$ cat src/rtl/h14tx_pkg.sv
// Shared HDMI 1.4 TX types: TMDS period encoding, island FSM states and
// the fixed lengths of preambles, guard bands, packets and lookahead windows.
package h14tx_pkg;

  typedef enum logic [2:0] {
    PER_CONTROL,
    PER_VIDEO_PREAMBLE,
    PER_VIDEO_GUARD,
    PER_VIDEO_ACTIVE,
    PER_DI_PREAMBLE,
    PER_DI_GUARD,
    PER_DI_ACTIVE
  } period_t;

  typedef enum logic [2:0] {
    ISL_IDLE,
    ISL_PRE,
    ISL_LGUARD,
    ISL_ACTIVE,
    ISL_TGUARD
  } island_state_t;

  localparam int PRE_LEN    = 8;
  localparam int GUARD_LEN  = 2;
  localparam int PKT_LEN    = 32;
  localparam int ISLAND_WIN = 58;
  localparam int CONT_WIN   = 48;
  localparam int VID_AHEAD  = 11;

  localparam logic [2:0] PRE_LAST   = 3'(PRE_LEN - 1);
  localparam logic [2:0] GUARD_LAST = 3'(GUARD_LEN - 1);
  localparam logic [4:0] PHASE_LAST = 5'(PKT_LEN - 1);

  function automatic period_t island_period(input island_state_t s);
    case (s)
      ISL_PRE:                island_period = PER_DI_PREAMBLE;
      ISL_LGUARD, ISL_TGUARD: island_period = PER_DI_GUARD;
      ISL_ACTIVE:             island_period = PER_DI_ACTIVE;
      default:                island_period = PER_CONTROL;
    endcase
  endfunction

endpackage

$ cat src/rtl/h14tx_lookahead_line.sv
// Timing delay line: slot 0 drives the delayed outputs; the de windows are
// evaluated on the line as it will stand next cycle, so decisions registered
// now line up with the delayed timing.
module h14tx_lookahead_line
  import h14tx_pkg::*;
#(
  parameter int DEPTH = 64,
  parameter int AHEAD = VID_AHEAD,
  parameter int WIN_A = ISLAND_WIN,
  parameter int WIN_B = CONT_WIN
) (
  input  logic             clk,
  input  logic             rst,
  input  logic             i_de,
  input  logic             i_hsync,
  input  logic             i_vsync,
  output logic             o_de,
  output logic             o_hsync,
  output logic             o_vsync,
  output logic [AHEAD-1:0] o_de_ahead,
  output logic             o_win_a_busy,
  output logic             o_win_b_busy
);

  logic [DEPTH-1:0] r_de, r_hs, r_vs;
  logic [DEPTH-1:0] w_de_nxt, w_hs_nxt, w_vs_nxt;

  assign w_de_nxt = {i_de,    r_de[DEPTH-1:1]};
  assign w_hs_nxt = {i_hsync, r_hs[DEPTH-1:1]};
  assign w_vs_nxt = {i_vsync, r_vs[DEPTH-1:1]};

  always_ff @(posedge clk) begin
    if (rst) begin
      r_de <= '0;
      r_hs <= '0;
      r_vs <= '0;
    end else begin
      r_de <= w_de_nxt;
      r_hs <= w_hs_nxt;
      r_vs <= w_vs_nxt;
    end
  end

  assign o_de         = r_de[0];
  assign o_hsync      = r_hs[0];
  assign o_vsync      = r_vs[0];
  assign o_de_ahead   = w_de_nxt[AHEAD-1:0];
  assign o_win_a_busy = |w_de_nxt[WIN_A-1:0];
  assign o_win_b_busy = |w_de_nxt[WIN_B-1:0];

endmodule

$ cat src/rtl/h14tx_period_scheduler.sv
// TMDS period scheduler: video preamble/guard insertion from the lookahead
// line, plus data-island packing into blanking with a packet handshake.
module h14tx_period_scheduler
  import h14tx_pkg::*;
#(
  parameter int Lookahead  = 64,
  parameter int MaxPackets = 18,
  parameter int MinCtl     = 4
) (
  input  logic       clk,
  input  logic       rst,
  input  logic       de_i,
  input  logic       hsync_i,
  input  logic       vsync_i,
  input  logic       pkt_valid,
  output logic       pkt_ready,
  output logic [4:0] pkt_phase,
  output logic       de_o,
  output logic       hsync_o,
  output logic       vsync_o,
  output period_t    period
);

  localparam int CTL_W = (MinCtl < 1) ? 1 : $clog2(MinCtl + 1);
  localparam logic [CTL_W-1:0] CTL_MAX = CTL_W'(MinCtl);
  localparam logic [4:0]       PKT_MAX = 5'(MaxPackets);

  logic [VID_AHEAD-1:0] w_ahead;
  logic                 w_isl_busy, w_cont_busy;
  period_t              w_vid;

  island_state_t        r_state, w_state_nxt;
  logic [2:0]           r_cnt, w_cnt_nxt;
  logic [4:0]           r_phase, w_phase_nxt;
  logic [4:0]           r_npkt, w_npkt_nxt;
  logic [CTL_W-1:0]     r_ctl, w_ctl_nxt;
  period_t              r_period, w_period_nxt;
  logic                 w_ready, w_start, w_cont;

  h14tx_lookahead_line #(
    .DEPTH (Lookahead),
    .AHEAD (VID_AHEAD),
    .WIN_A (ISLAND_WIN),
    .WIN_B (CONT_WIN)
  ) u_line (
    .clk          (clk),
    .rst          (rst),
    .i_de         (de_i),
    .i_hsync      (hsync_i),
    .i_vsync      (vsync_i),
    .o_de         (de_o),
    .o_hsync      (hsync_o),
    .o_vsync      (vsync_o),
    .o_de_ahead   (w_ahead),
    .o_win_a_busy (w_isl_busy),
    .o_win_b_busy (w_cont_busy)
  );

  // First de in the lookahead picks the video period; short blanking
  // naturally eats the preamble before the guard.
  always_comb begin
    w_vid = PER_CONTROL;
    if (w_ahead[0])                        w_vid = PER_VIDEO_ACTIVE;
    else if (|w_ahead[2:1])                w_vid = PER_VIDEO_GUARD;
    else if (|w_ahead[VID_AHEAD-1:3])      w_vid = PER_VIDEO_PREAMBLE;
  end

  assign w_start = (r_state == ISL_IDLE) && (w_vid == PER_CONTROL) &&
                   (r_ctl >= CTL_MAX) && pkt_valid && !w_isl_busy;
  assign w_cont  = (r_phase == PHASE_LAST) && pkt_valid &&
                   (r_npkt < PKT_MAX) && !w_cont_busy;

  always_comb begin
    w_state_nxt = r_state;
    w_cnt_nxt   = r_cnt;
    w_phase_nxt = r_phase;
    w_npkt_nxt  = r_npkt;
    w_ready     = 1'b0;
    case (r_state)
      ISL_IDLE: begin
        if (w_start) begin
          w_state_nxt = ISL_PRE;
          w_cnt_nxt   = '0;
          w_npkt_nxt  = 5'd1;
          w_ready     = 1'b1;
        end
      end
      ISL_PRE: begin
        if (r_cnt == PRE_LAST) begin
          w_state_nxt = ISL_LGUARD;
          w_cnt_nxt   = '0;
        end else begin
          w_cnt_nxt = r_cnt + 3'd1;
        end
      end
      ISL_LGUARD: begin
        if (r_cnt == GUARD_LAST) begin
          w_state_nxt = ISL_ACTIVE;
          w_phase_nxt = '0;
        end else begin
          w_cnt_nxt = r_cnt + 3'd1;
        end
      end
      ISL_ACTIVE: begin
        if (r_phase == PHASE_LAST) begin
          w_phase_nxt = '0;
          if (w_cont) begin
            w_npkt_nxt = r_npkt + 5'd1;
            w_ready    = 1'b1;
          end else begin
            w_state_nxt = ISL_TGUARD;
            w_cnt_nxt   = '0;
          end
        end else begin
          w_phase_nxt = r_phase + 5'd1;
        end
      end
      ISL_TGUARD: begin
        if (r_cnt == GUARD_LAST) begin
          w_state_nxt = ISL_IDLE;
          w_cnt_nxt   = '0;
        end else begin
          w_cnt_nxt = r_cnt + 3'd1;
        end
      end
      default: begin
        w_state_nxt = ISL_IDLE;
        w_cnt_nxt   = '0;
        w_phase_nxt = '0;
      end
    endcase

    w_period_nxt = (w_state_nxt == ISL_IDLE) ? w_vid : island_period(w_state_nxt);
    // ctl_cnt tracks the period being registered, so it lines up with period
    if (w_period_nxt == PER_CONTROL)
      w_ctl_nxt = (r_ctl == CTL_MAX) ? r_ctl : r_ctl + 1'b1;
    else
      w_ctl_nxt = '0;
  end

  always_ff @(posedge clk) begin
    if (rst) begin
      r_state  <= ISL_IDLE;
      r_cnt    <= '0;
      r_phase  <= '0;
      r_npkt   <= '0;
      r_ctl    <= '0;
      r_period <= PER_CONTROL;
    end else begin
      r_state  <= w_state_nxt;
      r_cnt    <= w_cnt_nxt;
      r_phase  <= w_phase_nxt;
      r_npkt   <= w_npkt_nxt;
      r_ctl    <= w_ctl_nxt;
      r_period <= w_period_nxt;
    end
  end

  assign pkt_ready = w_ready & ~rst;
  assign pkt_phase = r_phase;
  assign period    = r_period;

endmodule

$ cat config.mk
export PLATFORM = sky130hd
export DESIGN_NAME = h14tx_period_scheduler
export DESIGN_NICKNAME = d
export VERILOG_FILES = /design/src/rtl/h14tx_pkg.sv /design/src/rtl/h14tx_lookahead_line.sv /design/src/rtl/h14tx_period_scheduler.sv
export SDC_FILE = /design/constraint.sdc
export NUM_CORES = 1
export LEC_CHECK = 0
export BUFFER_PORTS_ARGS = -buffer_cell sky130_fd_sc_hd__buf_2
export CAP_MARGIN = 20
export CORE_MARGIN = 4
export CORE_UTILIZATION = 60
export CTS_BUF_LIST = sky130_fd_sc_hd__clkbuf_2
export DETAILED_ROUTE_END_ITERATION = 12
export HOLD_SLACK_MARGIN = 0.02
export PLACE_DENSITY = 0.85
export SLEW_MARGIN = 20
export SYNTH_ARGS = -nofsm -noshare
export SYNTH_HDL_FRONTEND = slang
export SYNTH_HIERARCHICAL = 1
export SYNTH_SLANG_ARGS = --single-unit
$ cat constraint.sdc
create_clock -name clk -period 3.65 [get_ports clk]
set_input_delay 0.1825 -clock clk [delete_from_list [all_inputs] [get_ports clk]]
set_output_delay 0.1825 -clock clk [all_outputs]
set_load 0.05 [all_outputs]
# Word level (Yosys, flattened, before mapping)

Cells that the tools add are included.

Register bits: 214
Bits of input ports: 6
Output and inout port bits: 12
Word-level logic and storage cells: 91

Add/sub/neg operators: 4
Order comparisons: 2
Equal/unequal tests: 18
Mux-type cells: 30
Bitwise operators: 4
Reductions and logical operators: 24

Operators with widths:

| operator                                            | number |
|---|---|
| OR reduction 58 bit                                 | 1 |
| OR reduction 48 bit                                 | 1 |
| two-way mux 3 bit                                   | 13 |
| one-hot mux 3 bit (5 select lines)                  | 2 |
| two-way mux 5 bit                                   | 5 |
| one-hot mux 5 bit (3 select lines)                  | 1 |
| equality test 3 x 2 -> 1 bit, second input constant | 4 |
| equality test 3 bit, second input constant          | 4 |
| logical NOT 3 bit                                   | 4 |
| inequality test 2 bit, second input constant        | 6 |
| adder 5 x 1 -> 5 bit, second input constant         | 2 |
| one-hot mux 5 bit (2 select lines)                  | 1 |
| equality test 3 x 1 -> 1 bit, second input constant | 3 |
| one-hot mux 3 bit (3 select lines)                  | 1 |
| AND reduction 4 bit                                 | 2 |
| OR reduction 8 bit                                  | 1 |
| logical AND 1 bit                                   | 7 |
| adder 3 x 1 -> 3 bit, second input constant         | 2 |
| OR reduction 2 bit                                  | 3 |
| equality test 5 bit, second input constant          | 1 |
| less-than comparator 5 bit, second input constant   | 1 |
| two-way mux 1 bit                                   | 4 |
| two-way mux 2 bit                                   | 2 |
| >= comparator 3 bit, second input constant          | 1 |
| 7 further kinds                                     | 10 |

# Logic depth before layout (Yosys ltp)

Gate-level depths: netlist of run 1.

Depth in word-level cells: 18
Gate-level depth with buffers: 10
Gate-level depth less buffers: 9

# Cells and area by module

Netlist of run 1, hierarchy kept.

Modules (own cells, without submodules):

| module                 | times used | cells each | area each (um2) | sequential area each (um2) |
|---|---|---|---|---|
| h14tx_lookahead_line   | 1          | 439        | 5357.6          | 3843.7 |
| h14tx_period_scheduler | 1          | 138        | 1221.2          | 440.4 |

# Worst setup path before layout of run 1

No wires, ideal clock.

Path type: reg2out
From: register r_phase[0], in the netlist pkt_phase[0]
To: output port pkt_ready
Arrival: 2.416 ns
Required time: 3.467 ns
Setup slack: 1.052 ns
Cell stages (with the launch flop): 8
Path buffers: 1
Cells stage by stage: dfxtp_1 > ha_1 > and3_1 > ha_1 > and4_1 > clkbuf_1 > nor2_1 > nor2_1

Cells in the longest elaborated chain, start to end: 8

RTL lines:

| element                              | RTL line                                                    | RTL |
|---|---|---|
| start, declared                      | h14tx_period_scheduler.sv:34                                | `logic [4:0] r_phase, w_phase_nxt;` |
| start signal, assigned               | h14tx_period_scheduler.sv:152                               | `r_phase <= w_phase_nxt;` |
| equality test 5 bit *                | h14tx_period_scheduler.sv:70, h14tx_period_scheduler.sv:105 |  |
| logical AND 1 bit (2 in a row)       | h14tx_period_scheduler.sv:70                                | `assign w_cont = (r_phase == PHASE_LAST) && pkt_valid &&` |
| logical AND 1 bit                    | h14tx_period_scheduler.sv:71                                | `(r_npkt < PKT_MAX) && !w_cont_busy;` |
| two-way mux 1 bit                    | h14tx_period_scheduler.sv:107                               | `if (w_cont) begin` |
| two-way mux 1 bit *                  | h14tx_period_scheduler.sv:105                               | `if (r_phase == PHASE_LAST) begin` |
| one-hot mux 1 bit (2 select lines) * | h14tx_period_scheduler.sv:79                                | `case (r_state)` |
| bitwise AND 1 bit *                  | h14tx_period_scheduler.sv:159                               | `assign pkt_ready = w_ready & ~rst;` |
| end, declared                        | h14tx_period_scheduler.sv:16                                | `output logic pkt_ready,` |

Mark *: on every way between the ends. The rest lies on a longest branch, timed or not.

# Worst setup path in the final report of run 1

From: register u_line.r_de[29]
To: output port pkt_ready

Cells in the longest elaborated chain, start to end: 7
Elaborated cells between the ends (all ways): 11
Those cells by class: 4 x mux; 1 x bitwise; 6 x reduce/logical

RTL lines:

| element                            | RTL line                      | RTL |
|---|---|---|
| start, declared                    | h14tx_lookahead_line.sv:25    | `logic [DEPTH-1:0] r_de, r_hs, r_vs;` |
| start signal, assigned             | h14tx_lookahead_line.sv:38    | `r_de <= w_de_nxt;` |
| OR reduction 48 bit                | h14tx_lookahead_line.sv:49    | `assign o_win_b_busy = \|w_de_nxt[WIN_B-1:0];` |
| net w_cont_busy                    | h14tx_period_scheduler.sv:29  | `logic w_isl_busy, w_cont_busy;` |
| logical NOT 1 bit                  | h14tx_period_scheduler.sv:71  |  |
| logical AND 1 bit                  | h14tx_period_scheduler.sv:71  |  |
| two-way mux 1 bit                  | h14tx_period_scheduler.sv:107 |  |
| two-way mux 1 bit                  | h14tx_period_scheduler.sv:105 |  |
| one-hot mux 1 bit (2 select lines) | h14tx_period_scheduler.sv:79  |  |
| bitwise AND 1 bit                  | h14tx_period_scheduler.sv:159 |  |

The timed path passes the listed nets, and every way through them passes these cells.

==> results.tsv, run 1 <==
stage	metric	value	unit
worst_setup_path	worst r2r path cells	9	
timing	unrepaired setup endpoints after global routing	no	
logic_synthesis	Yosys cell types	46	
logic_synthesis	Avg Cell Area, Syn	11.4	sq um
place	PortBufs	17	
power	leak pwr	0.00300	uW
clocking	clk slew on worst S/H paths	0.10	ns
finish	fillers	782	
worst_setup_path	flop2flop setup slack	1.18	ns
detailed_routing	DR vias/cell	4.80	
flow_run	Max Cap Violations	0	
timing	worst slew pin tran	0.866	ns
detailed_routing	Routed Antenna Nets	0	
power	total power	3950	uW
logic_synthesis	synth top area cells	dfxtp_1 65%, nor2b_1 18%, ha_1 1.5%	
logic_synthesis	post-synth top area cell	dfxtp_1	
die	boundary pin count	18	
worst_setup_path	Reg-to-Reg End	period[1]	
global_route	aggregate global routing overflow	0	
hold_path	number of instances on the worst hold path	4	
finish	Finished Core Util	0.680	
status	status	finished clean	
detailed_routing	Initial DRT Pass Iterations	4	
clocking	number of buffers created by CTS	49	
logic_synthesis	Top FF cell, synth	dfxtp_1	
finish	Area Growth Syn to Fin	8.65	%
die	die height	113	um
die	initial standard-cell utilization of the core	0.626	
place	post-DP HPWL	5320	um
detailed_routing	WL/cell	12.0	um
global_route	vias in the first global route	3766	
power	P per Cell Area	553	mW/mm^2
clocking	maximum clock path buffer count	3	
logic_synthesis	Post-synth EDFFs	0	
detailed_routing	DRT iter0 DRCs	202	
clocking	number of setup buffers added after CTS	0	
timing	count of final hold-check violations	0	
worst_setup_path	reg2reg start	u_line/r_de[29]	
finish	ANT cells	0	
die	placeable core area	0.0105	sq mm
finish	fraction of layout cells with a size suffix above 1	0.178	
timing	final slew viol count	0	
logic_synthesis	YS warnings	6	
hold_path	hold endpoint	r_state[1]	
detailed_routing	Vias	3769	
logic_synthesis	post-synthesis net count	591	
hold_path	Hold Crit Class	input pin to flop	
logic_synthesis	asr flop ratio synth	0	
worst_setup_path	crit path capture type	output pin	
timing	clk_skew	0.0325	ns
logic_synthesis	post-synth top area share	0.651	
worst_setup_path	Critical Path Start	u_line/r_de[29]	
power	worst vdd ir	335	uV
timing	share of the clock period used by the worst path after layout	0.838	
worst_setup_path	CP Data Required Time	3.47	ns
global_route	Tot GR Track Use	0.152	
detailed_routing	final WL	9440	um
die	die area	0.0127	sq mm
worst_setup_path	CP Class	flop to output pin	
timing	setup TNS	0	ns
clocking	CTS HTree Levels	2	
place	gpl congestion	0.773	
logic_synthesis	Mapped Cells	577	
finish	commonest non-fill, non-tap cell in the layout	dfxtp_1	
clocking	insertion delay to the later sink of the worst-skew pair	0.67	ns
logic_synthesis	Seq/Total Area, Yosys	0.651	
hold_path	Hold Startpoint	pkt_valid	
timing	Tmin final	3.06	ns
detailed_routing	# DRC	0	
die	Die W	113	um
clocking	Clock Sinks	214	
timing	Max-slew headroom	0.423	
timing	fmax	0.327	GHz
finish	commonest cells after routing, fill and taps aside	214 x dfxtp_1, 194 x nor2b_1, 84 x clkbuf_2	
global_route	first-pass GRT wire length	16600	um
global_route	initial antenna violation count	0	
global_route	largest net degree at the start of global routing	136	
finish	nets	626	
worst_setup_path	critical path arrival	2.88	ns
worst_setup_path	CP Max Fanout	8	
timing	final setup vio count	0	
die	Rows	37	
clocking	CTS tree	done	
logic_synthesis	synthesized cell area	0.00658	sq mm
worst_setup_path	startpoint types	flop	
clocking	CTS root buf	clkbuf_2	
logic_synthesis	#FFs+latches synth	214	
[final cells by class]
class,count,area (sq um),area share
flip-flops and latches,214,4280,0.599
multi-input cells,320,2070,0.289
clock buffers,84,420,0.0588
well taps,136,170,0.0238
repair buffers,22,139,0.0194
clock inverters,5,50.0,0.00700
inverters,5,18.8,0.00263
[through the flow]
stage                     worst slack [ns]  hold WS (ns)  instance area (sq um)  std cells
after floorplan                       1.05         0.311                   6580        577
after global placement                1.30         0.397                   6640        693
after detailed placement              1.14         0.406                   6640        693
after CTS                            0.465         0.119                   7150        786
after global routing                 0.266         0.166                   7150        786
final                                0.592         0.166                   7150        786
[sequential cells by signal, indices dropped and copies added, names as in the netlist, 5 cells and up]
register     count
u_line/r_hs     64
r_npkt           5
u_line/r_de     64
pkt_phase        5
u_line/r_vs     64
[how the worst max path moves through the flow]
stage,end,slack (ns),cells after the start
6_report,pkt_ready,0.59,9
5_1_grt,pkt_ready,0.27,9
4_1_cts,pkt_ready,0.47,9
3_5_place_dp,period[1],1.14,9
3_3_place_gp,pkt_ready,1.30,9
2_1_floorplan,pkt_ready,1.05,7
[cell usage after synthesis (2+ instances only)]
library cell	number
xor2_1	2
nand2_1	11
nand3b_1	3
o21a_1	2
a22oi_1	3
a211oi_1	2
nor3b_1	2
and3_1	4
buf_2	9
nor2_1	15
or3_1	3
or4_4	2
inv_1	5
nor3_1	7
or4_1	3
dfxtp_1	214
ha_1	8
a21oi_1	12
a21boi_0	2
buf_4	13
or2_2	2
buf_1	4
nor4_1	14
o21ai_0	5
o31ai_1	3
and4_1	2
nor2b_1	194
clkbuf_1	11
nand4_1	2
nand2b_1	2
[what timing repair did]
| item | 4_1_cts | 5_1_grt |
|---|---|---|
| hold endpoints to repair | 56 | 0 |
| gates resized for setup | 0 | 0 |
| hold buffers | 4 | 0 |
[cell families after synthesis]
family / Yosys count / share of synthesized area
AND/OR/NAND/NOR: 273 / 0.257
flip-flops: 214 / 0.651
buffers and inverters: 43 / 0.0348
AO/OA/AOI/OAI: 35 / 0.0363
adder cells (fa/ha/maj): 8 / 0.0152
XOR/XNOR: 3 / 0.00399
multiplexers: 1 / 0.00171
[worst max-delay path: stages, from the launching register on]
cell and delay (ns):
dfxtp_1 0.32, nor4_1 0.26, nand2_1 0.10, nor4_2 0.35, nand2_1 0.10, nor2b_1 0.27, and4_1 0.39, nor2_1 0.08
nor2_1 0.08, buf_2 0.27
[report_power, final]
group,switching [uW],internal [uW],total (uW)
Sequential,10.2,2350,2360
Combinational,67.5,35.9,103
Clock,830,663,1490
[layer usage]
metal	vias to the layer above	wire length [um]	global-route usage	share of wire
li1	1940	-	-	-
met1	1726	4520	0.196	0.48
met2	80	4270	0.238	0.45
met3	23	457	0.0465	0.048
met4	0	195	0.0681	0.021
met5	-	0	0	0
Power figures use the tool's default switching activity.
==> inputs of run 2 (changes only) <==
--- a/config.mk
+++ b/config.mk
@@ -8,7 +8,7 @@
 export BUFFER_PORTS_ARGS = -buffer_cell sky130_fd_sc_hd__buf_2
 export CAP_MARGIN = 20
 export CORE_MARGIN = 4
-export CORE_UTILIZATION = 60
+export CORE_UTILIZATION = 57
 export CTS_BUF_LIST = sky130_fd_sc_hd__clkbuf_2
 export DETAILED_ROUTE_END_ITERATION = 12
 export HOLD_SLACK_MARGIN = 0.02
==> constraint.sdc (replaced) <==
create_clock -name clk -period 2.8 [get_ports clk]
set_input_delay 0.14 -clock clk [delete_from_list [all_inputs] [get_ports clk]]
set_output_delay 0.14 -clock clk [all_outputs]
set_load 0.05 [all_outputs]
==> results.tsv, run 2 (same netlist as run 1, synthesis figures left out) <==
stage	metric	value	unit
hold_path	number of instances on the worst hold path	4	
die	boundary pin count	18	
worst_setup_path	CP Data Required Time	2.66	ns
power	leak pwr	0.00304	uW
detailed_routing	DR vias/cell	4.73	
hold_path	hold endpoint	r_state[1]	
worst_setup_path	startpoint types	flop	
worst_setup_path	flop2flop setup slack	0.08	ns
finish	Finished Core Util	0.658	
hold_path	Hold Startpoint	pkt_valid	
clocking	insertion delay to the later sink of the worst-skew pair	0.68	ns
detailed_routing	WL/cell	12.7	um
timing	final setup vio count	1	
detailed_routing	Vias	3764	
clocking	CTS tree	done	
global_route	largest net degree at the start of global routing	106	
status	failing checks	negative setup slack	
place	post-DP HPWL	5550	um
worst_setup_path	Reg-to-Reg End	period[1]	
timing	Max-slew headroom	0.526	
worst_setup_path	reg2reg start	u_line/r_de[43]	
finish	commonest cells after routing, fill and taps aside	211 x dfxtp_1, 194 x nor2b_1, 73 x clkbuf_2	
timing	setup TNS	-0.274	ns
timing	final slew viol count	0	
clocking	Clock Sinks	214	
global_route	Tot GR Track Use	0.158	
global_route	initial antenna violation count	1	
timing	share of the clock period used by the worst path after layout	1.10	
worst_setup_path	worst r2r path cells	11	
detailed_routing	final WL	10100	um
place	gpl congestion	0.836	
status	status	finished, violations left	
global_route	aggregate global routing overflow	0	
detailed_routing	Routed Antenna Nets	0	
timing	fmax	0.325	GHz
finish	fillers	846	
timing	Final WS setup	-0.274	ns
timing	WHS	0.135	ns
finish	commonest non-fill, non-tap cell in the layout	dfxtp_1	
timing	count of final hold-check violations	0	
die	Rows	38	
flow_run	Max Cap Violations	0	
finish	Area Growth Syn to Fin	10.7	%
finish	nets	631	
die	initial standard-cell utilization of the core	0.594	
worst_setup_path	CP Class	flop to output pin	
timing	clk_skew	0.0311	ns
die	die area	0.0133	sq mm
timing	worst slew pin tran	0.710	ns
finish	Regs by FF count	u_line/r_de x64, u_line/r_hs x64, u_line/r_vs x64	
hold_path	Hold Crit Class	input pin to flop	
worst_setup_path	crit path capture type	output pin	
die	placeable core area	0.0111	sq mm
clocking	number of buffers created by CTS	49	
timing	Tmin final	3.07	ns
global_route	vias in the first global route	3908	
clocking	maximum clock path buffer count	3	
global_route	first-pass GRT wire length	17400	um
die	die height	115	um
worst_setup_path	critical path arrival	2.93	ns
detailed_routing	Initial DRT Pass Iterations	6	
clocking	CTS root buf	clkbuf_2	
timing	unrepaired setup endpoints after global routing	yes	
power	worst vdd ir	399	uV
die	Die W	115	um
clocking	CTS HTree Levels	2	
power	P per Cell Area	702	mW/mm^2
worst_setup_path	CP Max Fanout	2	
finish	fraction of layout cells with a size suffix above 1	0.187	
detailed_routing	DRT iter0 DRCs	168	
detailed_routing	# DRC	0	
place	PortBufs	17	
clocking	clk slew on worst S/H paths	0.10	ns
==> run 2: cell types whose count changed in the layout (fill, tap and decap cells not counted), sizes merged <==
cell,change
clkbuf,-11
diode,+1
buf,+4
clkinv,+10
dlygate4sd3,+1
==> run 2: area by class of cell <==
type	count	area (sq um)	area share
Clock inverter	15	87.6	0.0120
Clock buffer	73	365	0.0501
Timing Repair Buffer	27	218	0.0299
Multi-Input combinational cell	320	2130	0.292
Inverter	5	18.8	0.00258
Tap cell	140	175	0.0240
Sequential cell	214	4290	0.589
Antenna cell	1	2.50	0.000343
==> run 2: per-layer routing <==
metal | GRT usage | routed length [um]
met1 | 0.198 | 4730
met2 | 0.257 | 4900
met3 | 0.0381 | 352
met4 | 0.0782 | 138
met5 | 0 | 0
==> run 2: worst max-delay path, cell delays in order, from the launching register on <==
cell and delay (ns):
dfxtp_1 0.34, nor4_2 0.28, nand2_1 0.13, nor4_4 0.30, nand4_1 0.14, nand3b_1 0.22
nor4_4 0.29, and2b_2 0.22, nor2_2 0.04, nor2_2 0.12, buf_6 0.16
==> run 2: through the flow <==
stage / total power (uW) / worst slack, ns / instance area, sq um / instances
6_report: 5110 / -0.274 / 7290 / 795
5_1_grt: 5370 / -0.550 / 7290 / 795
4_1_cts: 5180 / -0.270 / 7220 / 792
3_5_place_dp: 3280 / 0.238 / 6660 / 697
3_3_place_gp: 3270 / 0.428 / 6660 / 697
2_1_floorplan: 3250 / 0.244 / 6580 / 577
==> run 2: worst max-delay path by stage <==
stage | start | slack, ns | cells past startpoint | endpoint
finish | u_line/r_de[43] | -0.27 | 10 | pkt_ready
global route | u_line/r_de[43] | -0.55 | 10 | pkt_ready
global placement | u_line/r_de[29] | 0.43 | 9 | period[1]
detailed placement | u_line/r_de[21] | 0.24 | 9 | period[1]
floorplan | pkt_phase[0] | 0.24 | 7 | pkt_ready
CTS | u_line/r_de[29] | -0.27 | 10 | pkt_ready
==> run 2: power by group <==
part | switching [uW] | internal [uW]
clock network | 1100 | 786
registers | 13.0 | 3060
logic | 94.4 | 57.1
==> run 2: what timing repair did <==
action                                  in CTS  in global routing
endpoints found under the setup margin       1                  1
hold buffers                                 6                  0
buffers inserted                             1                  2
resized for setup                            5                 12
pin swaps                                    0                 11
hold endpoints to repair                   100                  0
